[src/rtl/cpu_types_pkg.sv]
// Shared CPU memory-hierarchy types: word, RAM handshake state and
// bus arbiter FSM state.
package cpu_types_pkg;

  typedef logic [31:0] word_t;

  typedef enum logic [1:0] {
    FREE   = 2'd0,
    BUSY   = 2'd1,
    ACCESS = 2'd2,
    ERROR  = 2'd3
  } ramstate_t;

  typedef enum logic [1:0] {
    IDLE = 2'd0,
    IACC = 2'd1,
    DACC = 2'd2
  } arb_state_t;

endpackage

[src/rtl/bus_arbiter.sv]
// Serialises icache and dcache requests onto one RAM port. Dcache wins
// arbitration unless icache has been passed over STARVE_LIMIT times in a row.
module bus_arbiter
  import cpu_types_pkg::*;
#(
  parameter int STARVE_LIMIT = 4
) (
  input  logic        CLK,
  input  logic        RST,
  input  logic        iREN,
  input  logic [31:0] iaddr,
  input  logic        dREN,
  input  logic        dWEN,
  input  logic [31:0] daddr,
  input  logic [31:0] dstore,
  output logic        iwait,
  output logic        dwait,
  output logic [31:0] iload,
  output logic [31:0] dload,
  output logic        ramREN,
  output logic        ramWEN,
  output logic [31:0] ramaddr,
  output logic [31:0] ramstore,
  input  logic [31:0] ramload,
  input  logic [1:0]  ramstate
);

  localparam int CW = $clog2(STARVE_LIMIT + 1);
  localparam logic [CW-1:0] SLIM = CW'(STARVE_LIMIT);

  arb_state_t    state_q, state_d;
  logic [CW-1:0] scnt_q, scnt_d;
  logic          d_req_s;
  logic          ram_access_s;

  assign d_req_s      = dREN | dWEN;
  assign ram_access_s = (ramstate_t'(ramstate) == ACCESS);

  // Next state, starvation counter and RAM/cache outputs; outputs depend only
  // on the registered state and the granted requester's inputs.
  always_comb begin
    state_d  = state_q;
    scnt_d   = scnt_q;
    iwait    = 1'b1;
    dwait    = 1'b1;
    iload    = 32'h0000_0000;
    dload    = 32'h0000_0000;
    ramREN   = 1'b0;
    ramWEN   = 1'b0;
    ramaddr  = 32'h0000_0000;
    ramstore = 32'h0000_0000;
    case (state_q)
      IDLE: begin
        if (iREN && (scnt_q == SLIM)) begin
          state_d = IACC;
          scnt_d  = '0;
        end else if (d_req_s) begin
          state_d = DACC;
          if (iREN && (scnt_q != SLIM)) begin
            scnt_d = scnt_q + CW'(1);
          end else begin
            scnt_d = scnt_q;
          end
        end else if (iREN) begin
          state_d = IACC;
          scnt_d  = '0;
        end else begin
          state_d = IDLE;
        end
      end
      IACC: begin
        if (!iREN) begin
          state_d = IDLE;
        end else begin
          ramREN  = 1'b1;
          ramaddr = iaddr;
          if (ram_access_s) begin
            iwait   = 1'b0;
            iload   = ramload;
            state_d = IDLE;
          end else begin
            state_d = IACC;
          end
        end
      end
      DACC: begin
        if (!d_req_s) begin
          state_d = IDLE;
        end else begin
          // A simultaneous read and write request is served as a write.
          ramWEN   = dWEN;
          ramREN   = dREN & ~dWEN;
          ramaddr  = daddr;
          ramstore = dstore;
          if (ram_access_s) begin
            dwait   = 1'b0;
            dload   = ramload;
            state_d = IDLE;
          end else begin
            state_d = DACC;
          end
        end
      end
      default: begin
        state_d = IDLE;
      end
    endcase
  end

  // State and starvation counter registers.
  always_ff @(posedge CLK or posedge RST) begin
    if (RST) begin
      state_q <= IDLE;
      scnt_q  <= '0;
    end else begin
      state_q <= state_d;
      scnt_q  <= scnt_d;
    end
  end

endmodule

[config.mk]
export PLATFORM = sky130hd
export DESIGN_NAME = bus_arbiter
export DESIGN_NICKNAME = d
export VERILOG_FILES = /design/src/rtl/cpu_types_pkg.sv /design/src/rtl/bus_arbiter.sv
export SDC_FILE = /design/constraint.sdc
export NUM_CORES = 1
export LEC_CHECK = 0
export CAP_MARGIN = 30
export CORE_AREA = 2 2 103 105
export DETAILED_ROUTE_END_ITERATION = 12
export DIE_AREA = 0 0 105 107
export HOLD_SLACK_MARGIN = 0.12
export PLACE_DENSITY = 0.67
export SLEW_MARGIN = 20
export SYNTH_ARGS = -nofsm -noshare
export SYNTH_HDL_FRONTEND = slang
export SYNTH_SLANG_ARGS = --single-unit
export TNS_END_PERCENT = 50
[constraint.sdc]
create_clock -name CLK -period 1.3 [get_ports CLK]
set_input_delay 0.13 -clock CLK [delete_from_list [all_inputs] [get_ports CLK]]
set_output_delay 0.13 -clock CLK [all_outputs]
set_load 0.01 [all_outputs]
Yosys cells after proc, flatten, opt, wreduce, memory -nomap -nowiden
Cells that the tools add are included.
{"block": "word_totals", "regBits": 5, "input_bits": 135, "out_inout_bits": 132, "elab_cells": 49}
{"block": "classes", "n_addsub": 1, "eq_ne": 6, "n_mux": 32, "bitwise": 3, "reduce_logical": 5}
{"op": "$mux 32", "n": 9}
{"op": "$pmux 32 s2", "n": 1}
{"op": "$mux 1", "n": 12}
{"op": "$mux 3", "n": 4}
{"op": "$mux 2", "n": 4}
{"op": "$pmux 2 s3", "n": 1}
{"op": "$eq 2x2->1 const B", "n": 2}
{"op": "$add 3x1->3 const B", "n": 1}
{"op": "$eq 3x3->1 const B", "n": 1}
{"op": "$ne 3x1->1 const B", "n": 1}
{"op": "$ne 3x3->1 const B", "n": 1}
{"op": "$reduce_and 3->1", "n": 1}
{"op": "$reduce_bool 3->1", "n": 1}
{"op": "$eq 2x1->1 const B", "n": 1}
{"op": "$logic_and 1x1->1", "n": 2}
{"op": "$logic_not 2->1", "n": 1}
{"op": "$pmux 1 s2", "n": 1}
{"op": "$and 1x1->1", "n": 1}
{"op": "$not 1->1", "n": 1}
{"op": "$or 1x1->1", "n": 1}

Longest topological paths before layout
Gate-level depths: netlist (run 1).
{"block": "depth", "depth_word": 5, "depth_mapped": 7, "mapped_depth_nobuf": 5}

Worst setup path before layout (run 1)
Ideal clock, no wire load.
{"block": "synth_path", "path_type": "reg2out", "start": "register state_q[0]", "end": "output ramaddr[0]", "arrival_time_ns": 1.295, "required_time_ns": 1.170, "slack_ns": -0.125, "stages_incl_launch_ff": 8, "path_buffers": 2, "cell_sequence": "dfrtp_1 -> inv_1 -> ha_1 -> o21a_1 -> buf_4 -> buf_6 -> a22oi_2 -> nor2b_2"}
{"block": "synth_between", "elab_chain_cells": 2, "elab_cells_between_ends": 3, "cone_classes": "2 x eq/ne; 1 x mux"}
{"element": "from (decl)", "line_no": "bus_arbiter.sv:31", "source": "arb_state_t state_q, state_d;"}
{"element": "from (signal assigned)", "line_no": "bus_arbiter.sv:116", "source": "state_q <= state_d;"}
{"element": "$eq 2x2->1 / $eq 2x1->1 (equally long branches)", "line_no": "bus_arbiter.sv:52", "source": "case (state_q)"}
{"element": "$pmux 32 s2 *", "line_no": "bus_arbiter.sv:52"}
{"element": "to (decl)", "line_no": "bus_arbiter.sv:22", "source": "output logic [31:0] ramaddr,"}
Every way passes the cells marked *; elsewhere a longest branch is shown, timed or not.

Worst setup path in the final report (run 1)
{"block": "layout_path", "start": "register state_q[1]", "end": "output ramstore[21]"}
{"block": "layout_between", "elab_chain_cells": 2}
{"element": "$eq 2x2->1", "line_no": "bus_arbiter.sv:52"}
{"element": "$mux 32", "line_no": "bus_arbiter.sv:52"}
{"element": "to (decl)", "line_no": "bus_arbiter.sv:23", "source": "output logic [31:0] ramstore,"}
Every way passes these cells.

==> flow_summary.toml, run 1 <==
[outcome]
status = "finished, violations left"
violations = "negative setup slack"

[detailed_routing]
dr.pass1.iters = 4
drt-initial-drc-count = 102
wire_per_inst_um = 16.58
vias = 2835
via_per_inst = 4.219
drc_errors = 0
route.final.wire_length_um = 11140
antenna_left = 0

[grt]
overflow = 0
antenna_found_initial = 0
grt_pass1_wl_um = 14850
grt_usage_pct = 16.45
grt_pass1_vias = 2694
grt_max_degree = 33

[timing]
finalCritPeriodShare_pct = 141.9
whs_ns = 0.5119
hold_violations = 0
clock_skew_ns = 0.001648
rsz0062_at_grt = "true"
worst_pin_slew_ns = 0.2931
slew-limit-headroom_pct = 80.46
drv_slew = 0
fin_crit_ns = 1.844
fmax_ghz = 0.5422
setup_viol = 133
setup_slack_ns = -0.5444

[synthesis]
synth-simple-area-share_pct = 53.23
synthFlopType = "dfrtp_1"
syn-cell-area_sq_um = 1822
synth_edf_count = 0
ys_warn_count = 0
ys_types = 31
ys_top_cells_by_area = "and2_1 (33%), a22oi_2 (20%), nor2b_2 (14%)"
ys_seq_area_share_pct = 6.868
synth_adder_area_share_pct = 4.121
synth.area.mux_share_pct = 0
async_reset_ff_share_pct = 100.0
yosysMostFrequentCell = "and2_1"
ys_top_cells_by_count = "and2_1 (97), a22oi_2 (29), nor2b_2 (29), buf_2 (9), inv_1 (7)"
synth-xor-area-share_pct = 0
ys_ff_latch = 5
synth_top_family_by_area = "simple AND/OR/NAND/NOR gates"
avgSynthCellArea_sq_um = 8.169
synth_top_area_share_pct = 33.31
yosysTopAreaCell = "and2_1"
synth_compound_area_share_pct = 24.86
netlist_instances = 223
synth_fp_nets = 364

[clocking]
htreeDepth = 1
clockRootBuffer = "clkbuf_8"
insertion_delay_ns = 0.22
cts_buffers = 3
cts_tree = "yes"
numClockSinks = 5
clk_pin_slew_ns = 0.04
clockBufferDepth = 2

[critical_path]
path_class = "reg2out"
rr_startpoint = "state_q[0]"
critPathArrivalTime_ns = 1.71
worst-endpoint-required_ns = 1.17
critPathCaptureType = "output port"
critPathLaunch = "state_q[1]"
start_kind = "flip-flop"
rrSetupSlack_ns = -0.18
worstPathMaxFanout = 14

[final_layout]
n_fill_cell = 949
design_area_sq_um = 5411
final_cells = 672
nets = 678
diodes = 0
drive_above_1_share_pct = 61.57
syn_to_final_growth_pct = 197.0

[placed_design]
pre_cts_ws_ns = -0.6660
dp_hpwl_um = 7527
place_area_sq_um = 4701
portBuffers = 266
numPlacedInstances = 620
gp_congestion = 0.7740

[floorplan]
io_pins = 267
fp-row-count = 37
initial_utilization_pct = 18.05
coreArea_sq_um = 10090
die_w_um = 105
die_area_sq_um = 11240
die_h_um = 107

[power]
power.density_nw_per_um2 = 1098
leakagePower_nw = 2.485
vdd_drop_max_uv = 723.1

[worst_hold_path]
hold_start = "scnt_q[1]"
min_path_type = "reg2reg"

[run]
max-cap-violations = 0
==> per-layer routing <==
layer	track usage (%)	vias up	wire length [um]
met2	31.86	151	6027
met5	0	-	0
met4	3.429	0	235
met3	4.134	19	738
li1	-	1369	-
met1	17.97	1296	4139
==> cell type report <==
| class | count | area, sq um | area share (%) |
|---|---|---|---|
| sequential | 5 | 126.4 | 2.335 |
| inverter | 7 | 28.78 | 0.5318 |
| timing repair buffer | 329 | 3312 | 61.20 |
| multi-input combinational | 191 | 1729 | 31.95 |
| tap | 136 | 170.2 | 3.145 |
| clock buffer | 4 | 45.04 | 0.8324 |
==> final timing paths <==
kind | endpoint | cells past startpoint
worst max-delay path | ramstore[21] | 8
worst min-delay path | scnt_q[1] | 2
worst max register to register | state_q[0] | 7
worst min register to register | scnt_q[1] | 2
max in group asynchronous | state_q[1] | 3
min in group asynchronous | scnt_q[2] | 3
==> cell families after synthesis <==
logic type      Yosys count
flops                     5
fa+ha+maj                 6
buf+inv                  27
simple gates            144
compound gates           41
==> metrics by stage <==
step	power [mW]	utilization [%]	TNS, ns
after global routing	6.324	53.62	-69.89
after CTS	5.278	48.60	-63.50
after global placement	4.348	46.58	-80.54
final	5.939	53.62	-61.34
after detailed placement	4.392	46.58	-82.06
after floorplan	2.436	-	-8.297
==> flip-flops by register name (all words and copies together) (netlist names) <==
| signal | cells |
|---|---|
| state_q | 2 |
| scnt_q | 3 |
==> power breakdown <==
group	total (mW)	leakage (nW)	internal [mW]	switching, mW
combinational	5.35	2.40	3.26	2.10
clock	0.289	0.0228	0.211	0.0786
sequential	0.296	0.0632	0.222	0.0736
total	5.94	2.49	3.69	2.25
==> placed cells by master (no fill, tap or decap), types with 3 or more instances in the layout <==
cell type / n
clkdlybuf4s50_1: 134
buf_6: 77
buf_2: 72
and2_4: 61
and2_1: 37
a22oi_2: 31
nor2b_2: 29
buf_4: 19
buf_12: 10
buf_16: 8
clkbuf_16: 6
inv_1: 5
dfrtp_1: 4
nor2b_1: 3
ha_4: 3
ha_1: 3
clkbuf_8: 3
==> repair_timing <==
item,CTS,global route
setup endpoints to repair,133,136
hold endpoints to repair,2,0
pin swaps,21,50
gates cloned,8,6
hold buffers,1,0
buffers inserted,16,18
gates resized for setup,477,211
==> worst max-delay path: stages, from the launching register on <==
cell     delay, ns
dfrtp_2       0.44
ha_4          0.18
o21a_4        0.13
buf_4         0.13
buf_6         0.11
buf_12        0.13
buf_6         0.11
and2_4        0.14
buf_6         0.12
No activity file was read; power rests on OpenSTA's default activity.
==> run 2, diff against run 1 <==
--- a/config.mk
+++ b/config.mk
@@ -5,12 +5,14 @@
 export SDC_FILE = /design/constraint.sdc
 export NUM_CORES = 1
 export LEC_CHECK = 0
+export ABC_CLOCK_PERIOD_IN_PS = 1300
 export CAP_MARGIN = 30
 export CORE_AREA = 2 2 103 105
 export DETAILED_ROUTE_END_ITERATION = 12
 export DIE_AREA = 0 0 105 107
 export HOLD_SLACK_MARGIN = 0.12
 export PLACE_DENSITY = 0.67
+export SKIP_CTS_REPAIR_TIMING = 1
 export SLEW_MARGIN = 20
 export SYNTH_ARGS = -nofsm -noshare
 export SYNTH_HDL_FRONTEND = slang
==> run 2 against run 1 <==
Effect of this change: worst hold slack got worse by 0.40 ns; combinational power fell by 21%; sequential cell count did not move; the flow still finishes with violations (negative setup slack); clock power hardly changed.
==> flow_summary.toml, run 2 (synthesis gave the netlist of run 1 again) <==
[timing]
setup_slack_ns = -0.6834
fin_crit_ns = 1.983
whs_ns = 0.1163
slew-limit-headroom_pct = 80.38
hold_violations = 0
worst_pin_slew_ns = 0.2943
drv_slew = 0
setup_viol = 133
finalCritPeriodShare_pct = 152.6
clock_skew_ns = 0.001568
fmax_ghz = 0.5042
rsz0062_at_grt = "true"

[floorplan]
coreArea_sq_um = 10090
io_pins = 267
fp-row-count = 37
die_area_sq_um = 11240
die_h_um = 107
initial_utilization_pct = 18.05
die_w_um = 105

[run]
max-cap-violations = 0

[critical_path]
cpMaxStageDelayCell = "dfrtp_1"
critPathCaptureType = "output port"
critPathArrivalTime_ns = 1.85
path_class = "reg2out"
critPathBufInv = 6
worst-endpoint-required_ns = 1.17
crit_family = "buffers and inverters"
cp_cell_sequence = "inv_2 -> ha_4 -> o21a_4 -> nor2b_4 -> clkbuf_16 -> buf_6 -> buf_6 -> buf_6 -> and2_4 -> buf_6"
cp_common_cell = "buf_6"
critPathMaxStageDelay_ns = 0.38
worstPathMaxFanout = 4
start_kind = "flip-flop"

[grt]
overflow = 0
grt_max_degree = 35
antenna_found_initial = 0
grt_pass1_wl_um = 13010
grt_usage_pct = 14.22
grt_pass1_vias = 2456

[final_layout]
final_cells = 653
final_common_cell = "clkdlybuf4s50_1"
diodes = 0
nets = 659
n_fill_cell = 1015
syn_to_final_growth_pct = 155.8
drive_above_1_share_pct = 50.29
top_register = "scnt_q"
mostFrequentLayoutCells = "clkdlybuf4s50_1 (134), clkbuf_2 (83), and2_1 (80)"
post-route-util_pct = 46.17
reg.largest.list = "scnt_q x3, state_q x2"
largest_reg_flops = 3

[detailed_routing]
drt-initial-drc-count = 82
vias = 2716
dr.pass1.iters = 4
via_per_inst = 4.159
route.final.wire_length_um = 10410
antenna_left = 0
wire_per_inst_um = 15.94
drc_errors = 0

[placed_design]
numPlacedInstances = 620
pre_cts_ws_ns = -0.6660
gp_congestion = 0.7740
dp_hpwl_um = 7527
portBuffers = 266

[clocking]
cts_tree = "yes"
numClockSinks = 5
htreeDepth = 1
clk_pin_slew_ns = 0.04
cts_buffers = 3
clockRootBuffer = "clkbuf_8"
insertion_delay_ns = 0.22
clockBufferDepth = 2

[power]
power.density_nw_per_um2 = 1031
leakagePower_nw = 2.226
power_mw = 4.803
vdd_drop_max_uv = 544.2

[outcome]
status = "finished, violations left"
violations = "negative setup slack"

[worst_hold_path]
min_path_type = "in2async"
run 2: layer usage:
| metal | track usage (%) | share of wire (%) |
|---|---|---|
| met2 | 27.13 | 52 |
| met1 | 15.52 | 39 |
| met5 | 0 | 0 |
| met4 | 3.714 | 1.7 |
| met3 | 3.647 | 6.9 |
run 2: path summary, 6_finish.rpt:
kind	startpoint	to	slack, ns	cells after the start
min in group CLK	scnt_q[1]	scnt_q[1]	0.51	2
min	RST	scnt_q[2]	0.12	2
max reg2reg	state_q[0]	state_q[0]	-0.18	7
max in group asynchronous	RST	scnt_q[0]	1.01	2
max	state_q[0]	dload[28]	-0.68	10
min reg2reg	scnt_q[1]	scnt_q[1]	0.51	2
run 2: stage by stage:
step	TNS, ns	cell area, sq um
finish	-55.88	4659
global route	-66.94	4659
CTS	-110.94	4746
detailed placement	-82.06	4701
global placement	-80.54	4701
floorplan	-8.297	1874
run 2: where the power goes:
group | internal (mW) | total (mW) | switching, mW
clock network | 0.211 | 0.289 | 0.0787
logic | 2.39 | 4.23 | 1.84
registers | 0.219 | 0.284 | 0.0645
total | 2.82 | 4.80 | 1.98
run 2: worst reg2reg max path: stages, from the launching register on:
cell and delay [ns]:
dfrtp_1 0.38, buf_4 0.14, ha_2 0.18, and2_4 0.18
buf_6 0.15, buf_4 0.13, a32oi_1 0.14, nor2_1 0.07
run 2: layout make-up:
type	instances	area (sq um)	share of cell area (%)
Clock buffer	4	45.04	0.9667
Inverter	7	26.28	0.5639
Multi-Input combinational cell	191	1587	34.05
Sequential cell	5	125.1	2.685
Tap cell	136	170.2	3.652
Timing Repair Buffer	310	2706	58.08
==> run 3, diff against run 2 <==
--- a/config.mk
+++ b/config.mk
@@ -8,6 +8,7 @@
 export ABC_CLOCK_PERIOD_IN_PS = 1300
 export CAP_MARGIN = 30
 export CORE_AREA = 2 2 103 105
+export CTS_CLUSTER_DIAMETER = 40
 export DETAILED_ROUTE_END_ITERATION = 12
 export DIE_AREA = 0 0 105 107
 export HOLD_SLACK_MARGIN = 0.12
==> results of run 3 <==
No change in the layout: final DEF, timing and power equal those of run 2.
